File: src/rtl/mem_str_fwd_unit.sv
// mem_str_fwd_unit
//
// Store-data forwarding unit for the memory stage. Each store source
// register (top = upper part of the word, bot = lower byte) is resolved
// against the writeback slots of the current cycle and then against a
// DEPTH-entry history of past writeback pairs. The first valid candidate
// with a matching register supplies the data; otherwise the value latched
// at EX/MEM is used. The assembled store word is registered toward data
// memory together with a valid flag and per-part forward-hit flags.
//
// Ports:
//   clock              sole clock, rising-edge
//   reset              synchronous, active-high, dominant over stall
//   stall              freezes history and all output registers
//   wb_valid_top/bot   writeback slot valid this cycle
//   wb_reg_top/bot     writeback destination registers
//   wb_data_top/bot    writeback data
//   str_valid          store present in MEM this cycle
//   str_reg_top/bot    store source registers
//   str_data_top/bot   source values latched at EX/MEM
//   mem_data           registered store word
//   mem_data_valid     mem_data is valid for the memory write
//   fwd_hit            registered, [1] = top forwarded, [0] = bot forwarded
module mem_str_fwd_unit #(
  parameter int DATA_W   = 8,
  parameter int STR_W    = 12,
  parameter int RADDR_W  = 5,
  parameter int DEPTH    = 2,
  parameter int ZERO_REG = 1
) (
  input  logic               clock,
  input  logic               reset,
  input  logic               stall,
  input  logic               wb_valid_top,
  input  logic               wb_valid_bot,
  input  logic [RADDR_W-1:0] wb_reg_top,
  input  logic [RADDR_W-1:0] wb_reg_bot,
  input  logic [DATA_W-1:0]  wb_data_top,
  input  logic [DATA_W-1:0]  wb_data_bot,
  input  logic               str_valid,
  input  logic [RADDR_W-1:0] str_reg_top,
  input  logic [RADDR_W-1:0] str_reg_bot,
  input  logic [DATA_W-1:0]  str_data_top,
  input  logic [DATA_W-1:0]  str_data_bot,
  output logic [STR_W-1:0]   mem_data,
  output logic               mem_data_valid,
  output logic [1:0]         fwd_hit
);

  // Candidate list: current top, current bot, then top/bot of each
  // history entry from youngest to oldest. Lower index = higher priority.
  localparam int NCAND = 2*DEPTH + 2;

  logic [DEPTH-1:0]              r_histValidTop;
  logic [DEPTH-1:0]              r_histValidBot;
  logic [DEPTH-1:0][RADDR_W-1:0] r_histRegTop;
  logic [DEPTH-1:0][RADDR_W-1:0] r_histRegBot;
  logic [DEPTH-1:0][DATA_W-1:0]  r_histDataTop;
  logic [DEPTH-1:0][DATA_W-1:0]  r_histDataBot;

  logic [DEPTH-1:0]              w_nextValidTop;
  logic [DEPTH-1:0]              w_nextValidBot;
  logic [DEPTH-1:0][RADDR_W-1:0] w_nextRegTop;
  logic [DEPTH-1:0][RADDR_W-1:0] w_nextRegBot;
  logic [DEPTH-1:0][DATA_W-1:0]  w_nextDataTop;
  logic [DEPTH-1:0][DATA_W-1:0]  w_nextDataBot;

  logic [NCAND-1:0]              w_candValid;
  logic [NCAND-1:0][RADDR_W-1:0] w_candReg;
  logic [NCAND-1:0][DATA_W-1:0]  w_candData;

  // Index 1 = top source, index 0 = bot source, matching fwd_hit bits.
  logic [1:0][RADDR_W-1:0]       w_srcReg;
  logic [1:0][DATA_W-1:0]        w_srcData;
  logic [1:0]                    w_srcAllowed;
  logic [1:0][NCAND-1:0]         w_match;
  logic [1:0][NCAND:0]           w_hitAcc;
  logic [1:0][NCAND:0][DATA_W-1:0] w_valAcc;
  logic [1:0]                    w_resHit;
  logic [1:0][DATA_W-1:0]        w_resVal;
  logic [STR_W-1:0]              w_word;

  // Shift network: entry 0 takes the live writeback pair, entry k takes
  // entry k-1. The oldest entry simply falls off the end.
  for (genvar k = 0; k < DEPTH; k++) begin : gHistNext
    if (k == 0) begin : gHead
      assign w_nextValidTop[k] = wb_valid_top;
      assign w_nextValidBot[k] = wb_valid_bot;
      assign w_nextRegTop[k]   = wb_reg_top;
      assign w_nextRegBot[k]   = wb_reg_bot;
      assign w_nextDataTop[k]  = wb_data_top;
      assign w_nextDataBot[k]  = wb_data_bot;
    end else begin : gTail
      assign w_nextValidTop[k] = r_histValidTop[k-1];
      assign w_nextValidBot[k] = r_histValidBot[k-1];
      assign w_nextRegTop[k]   = r_histRegTop[k-1];
      assign w_nextRegBot[k]   = r_histRegBot[k-1];
      assign w_nextDataTop[k]  = r_histDataTop[k-1];
      assign w_nextDataBot[k]  = r_histDataBot[k-1];
    end
  end

  // Valid bits are the only history state that needs reset: an invalid
  // entry can never match, so reg/data contents are irrelevant. The
  // history shifts on every unstalled cycle, even with no writebacks,
  // so entry position always equals pipeline distance.
  always_ff @(posedge clock) begin
    if (reset) begin
      r_histValidTop <= '0;
      r_histValidBot <= '0;
    end else if (!stall) begin
      r_histValidTop <= w_nextValidTop;
      r_histValidBot <= w_nextValidBot;
    end
  end

  always_ff @(posedge clock) begin
    if (!stall) begin
      r_histRegTop  <= w_nextRegTop;
      r_histRegBot  <= w_nextRegBot;
      r_histDataTop <= w_nextDataTop;
      r_histDataBot <= w_nextDataBot;
    end
  end

  assign w_candValid[0] = wb_valid_top;
  assign w_candReg[0]   = wb_reg_top;
  assign w_candData[0]  = wb_data_top;
  assign w_candValid[1] = wb_valid_bot;
  assign w_candReg[1]   = wb_reg_bot;
  assign w_candData[1]  = wb_data_bot;

  for (genvar k = 0; k < DEPTH; k++) begin : gCand
    assign w_candValid[2+2*k] = r_histValidTop[k];
    assign w_candReg[2+2*k]   = r_histRegTop[k];
    assign w_candData[2+2*k]  = r_histDataTop[k];
    assign w_candValid[3+2*k] = r_histValidBot[k];
    assign w_candReg[3+2*k]   = r_histRegBot[k];
    assign w_candData[3+2*k]  = r_histDataBot[k];
  end

  assign w_srcReg[1]  = str_reg_top;
  assign w_srcReg[0]  = str_reg_bot;
  assign w_srcData[1] = str_data_top;
  assign w_srcData[0] = str_data_bot;

  // Priority chain built from the lowest-priority end: each stage either
  // takes its own candidate on a match or passes the younger result up,
  // so index 0 holds the highest-priority match (or the EX/MEM fallback).
  for (genvar s = 0; s < 2; s++) begin : gSrc
    assign w_srcAllowed[s]       = (ZERO_REG == 0) || (w_srcReg[s] != '0);
    assign w_hitAcc[s][NCAND]    = 1'b0;
    assign w_valAcc[s][NCAND]    = w_srcData[s];

    for (genvar c = 0; c < NCAND; c++) begin : gChain
      assign w_match[s][c]  = w_srcAllowed[s] && w_candValid[c] &&
                              (w_candReg[c] == w_srcReg[s]);
      assign w_hitAcc[s][c] = w_match[s][c] | w_hitAcc[s][c+1];
      assign w_valAcc[s][c] = w_match[s][c] ? w_candData[c] : w_valAcc[s][c+1];
    end

    assign w_resHit[s] = w_hitAcc[s][0];
    assign w_resVal[s] = w_valAcc[s][0];
  end

  // Only the low STR_W-DATA_W bits of the top value reach the word.
  assign w_word = {w_resVal[1][STR_W-DATA_W-1:0], w_resVal[0]};

  if (STR_W < 2*DATA_W) begin : gDropTop
    logic w_unusedTopBits;
    assign w_unusedTopBits = ^w_resVal[1][DATA_W-1:STR_W-DATA_W];
  end

  // Output register: the valid flag follows str_valid every unstalled
  // cycle, while the word and hit flags only update on a real store so
  // the last written word stays visible between stores.
  always_ff @(posedge clock) begin
    if (reset) begin
      mem_data       <= '0;
      mem_data_valid <= 1'b0;
      fwd_hit        <= 2'b00;
    end else if (!stall) begin
      mem_data_valid <= str_valid;
      if (str_valid) begin
        mem_data <= w_word;
        fwd_hit  <= w_resHit;
      end
    end
  end

endmodule

File: config.mk
export PLATFORM = sky130hd
export DESIGN_NAME = mem_str_fwd_unit
export DESIGN_NICKNAME = d
export VERILOG_FILES = /design/src/rtl/mem_str_fwd_unit.sv
export SDC_FILE = /design/constraint.sdc
export NUM_CORES = 1
export LEC_CHECK = 0
export BUFFER_PORTS_ARGS = -buffer_cell sky130_fd_sc_hd__buf_2
export CAP_MARGIN = 25
export CORE_MARGIN = 4
export CORE_UTILIZATION = 40
export CTS_CLUSTER_DIAMETER = 80
export DETAILED_ROUTE_END_ITERATION = 8
export PLACE_DENSITY = 0.57
export SYNTH_ARGS = -nofsm -noshare
export SYNTH_HDL_FRONTEND = slang
export SYNTH_SLANG_ARGS = --single-unit
File: constraint.sdc
create_clock -name clock -period 3 [get_ports clock]
set_input_delay 0.3 -clock clock [delete_from_list [all_inputs] [get_ports clock]]
set_output_delay 0.3 -clock clock [all_outputs]
set_load 0.01 [all_outputs]
==> results.yml <==
timing:
  min_period_ns: 2.321
  worst_pin_slew_ns: 1.011
  fmax_mhz: 430.9
  period_share_pct: 77.35
  rsz0062_at_grt: "false"
  max_slew_margin_pct: 32.06
  totalNegativeSetupSlack_ns: 0
  hold_ws_ns: 0.1418
  layout_setup_ws_ns: 0.6795
  skew_ns: 0.01215
  hold_viol: 0
  finalSetupViolations: 0
  report.final.slew_viol_count: 0
detailed_routing:
  post_drt_wl_per_cell_um: 19.09
  vias_per_cell: 5.511
  ant_nets: 0
  vias: 3136
  drcViolationCount: 0
  firstDrtPassIters: 5
  drt-initial-drc-count: 236
  totalWireLength_mm: 10.86
finish:
  mostFrequentLayoutCells: "buf_2 (68), edfxtp_1 (52), xnor2_1 (38)"
  syn_to_final_growth_pct: 17.22
  mostFrequentLayoutCell: "buf_2"
  diodes: 0
  nets: 493
  drive_above_1_share_pct: 23.18
outcome:
  status: "complete, no violations"
power:
  power.internal_w: 0.001757
  p_seq_share_pct: 50.4
  power_leakage_nw: 1.773
  pwr-share-clk_pct: 36.4
  combinationalPowerShare_pct: 13.2
  switching_share_pct: 24.78
  powerDensity_mw_per_mm2: 506.8
  p_sw_w: 0.0005788
  ir_drop_mv: 0.2645
clocking:
  postCtsSetupBuffers: 0
  clk_latency_ns: 0.34
  clk_pin_slew_worst_paths_ns: 0.08
  cts_hold_buf: 0
  cts_tree: "built"
  cts_made_buffers: 9
  post_cts_resize_count: 0
  clockBufferDepth: 2
  cts_root_buf: "clkbuf_8"
  clock_sinks: 71
  htreeDepth: 3
worst_setup_path:
  path_cells: "xnor2_1 -> nand4_1 -> nor3_1 -> a21oi_1 -> a211o_1 -> o211a_1"
  reg2regPathDepth: 6
  endpoint: "mem_data[0]$_SDFFE_PP0P_"
  r2r-start: "r_histRegTop[9]$_DFFE_PN_"
  cp.arrival_ns: 2.55
  path_max_fanout: 7
  r2r_end: "mem_data[0]$_SDFFE_PP0P_"
  critPathRequiredTime_ns: 3.23
  r2r_slack_ns: 0.68
  crit_path_end_kind: "flop"
  crit_slowest_cell: "nor3_1"
  startpoint: "r_histRegTop[9]$_DFFE_PN_"
  slowest_delay_ns: 0.81
  crit_type: "reg2reg"
  cp-start-kind: "flop"
synthesis:
  ys_types: 54
  synth_edf_count: 52
  ys.flop_type: "edfxtp_1"
  async_reset_ff_share_pct: 0
  syn_area_mm2: 0.003931
  avgSynthCellArea_um2: 10.63
  postSynthCellCount: 370
  ys_warn_count: 0
  seq_area_frac_synth_pct: 49.40
  synth_nets: 428
  yosys_register_bits: 71
placement:
  gp_congestion: 0.8164
  dp_hpwl_mm: 8.032
  place_ws_ns: 0.4538
  port_buffers: 68
grt:
  grt_pass1_wl_mm: 17.28
  grt_max_degree: 53
  antenna_found_initial: 0
  grt_use_total_pct: 19.84
  grt_overflow: 0
  grt_pass1_vias: 3097
floorplan:
  die_w_um: 107.1
  die_h_um: 107.1
  dieArea_mm2: 0.01148
  core_mm2: 0.009415
  io_pins: 73
  rows: 35
  start_util_pct: 41.75
job:
  maxCapViolations: 0
min_path:
  hp-class: "in2reg"
[synthesized netlist by cell type (9+ instances only)]
master | count | share of area, %
buf_2 | 9 | 1.1
clkbuf_1 | 11 | 1.1
nand4_1 | 14 | 2.2
edfxtp_1 | 52 | 40
nor2_1 | 27 | 2.6
nor3_1 | 16 | 2.0
xor2_1 | 22 | 4.9
nand3_1 | 11 | 1.4
xnor2_1 | 38 | 8.5
nand2_1 | 24 | 2.3
dfxtp_1 | 19 | 9.7
a21oi_1 | 9 | 1.1
[state kept, by name (all words and copies together) (netlist names)]
| signal | cells |
|---|---|
| r_histDataBot | 16 |
| mem_data_valid | 1 |
| r_histValidBot | 2 |
| r_histRegBot | 10 |
| mem_data | 12 |
| r_histValidTop | 2 |
| r_histRegTop | 10 |
| r_histDataTop | 16 |
| fwd_hit | 2 |
[critical path, delay by kind of cell, from the launching register on]
kind	cells	cell delay, ns
xor gates and xnor gates	1	0.18
AOI/OAI and AO/OA	3	0.63
DFF	1	0.42
and+or+nand+nor	2	0.98
[power by group through the flow]
stage,clock (W),combinational [W],sequential (W)
2_1_floorplan,0,0.000196,0.00119
3_5_place_dp,0,0.000310,0.00120
6_report,0.000850,0.000309,0.00118
4_1_cts,0.000865,0.000312,0.00118
3_3_place_gp,0,0.000306,0.00120
5_1_grt,0.000920,0.000344,0.00118
[worst min-delay path by stage]
stage	end	slack (ns)	startpoint	cells past startpoint
after floorplan	r_histDataBot[0]$_DFFE_PN_	0.40	wb_data_bot[0]	0
after global placement	r_histDataTop[13]$_DFFE_PN_	0.43	r_histDataTop[5]$_DFFE_PN_	0
after global routing	r_histDataTop[4]$_DFFE_PN_	0.12	wb_data_top[4]	1
after CTS	r_histDataBot[4]$_DFFE_PN_	0.13	wb_data_bot[4]	1
after detailed placement	r_histDataTop[14]$_DFFE_PN_	0.44	r_histDataTop[6]$_DFFE_PN_	0
final	r_histDataBot[4]$_DFFE_PN_	0.14	wb_data_bot[4]	1
[stage by stage]
stage / util [%] / instance area, um2 / total power, W / std cells
floorplan: - / 3931 / 0.001388 / 370
global placement: 46.66 / 4393 / 0.001503 / 553
detailed placement: 46.66 / 4393 / 0.001510 / 553
CTS: 48.94 / 4608 / 0.002354 / 569
global route: 48.94 / 4608 / 0.002448 / 569
finish: 48.94 / 4608 / 0.002336 / 569
[final cells by class]
| type | count | area [um2] |
|---|---|---|
| timing repair buffer | 78 | 415.4 |
| clock buffer | 12 | 145.1 |
| multi-input combinational | 267 | 1844 |
| fill | 921 | 4807 |
| inverter | 8 | 30.03 |
| tap | 129 | 161.4 |
| clock inverter | 4 | 70.07 |
| sequential | 71 | 1942 |
[cell families after synthesis]
| kind of cell | share of synthesized area, % |
|---|---|
| and+or+nand+nor | 16.96 |
| AOI/OAI and AO/OA | 14.67 |
| DFF | 49.40 |
| xor gates and xnor gates | 13.37 |
| buffers and inverters | 3.819 |
| muxes | 1.782 |
[routing by layer]
| layer | track usage [%] | routed length [um] | vias up |
|---|---|---|---|
| met3 | 5.178 | 714 | 12 |
| met1 | 28.78 | 5122 | 1503 |
| li1 | - | - | 1516 |
| met5 | 0 | 0 | - |
| met2 | 29.76 | 4884 | 105 |
| met4 | 4.201 | 140 | 0 |
Power figures use the tool's default switching activity.
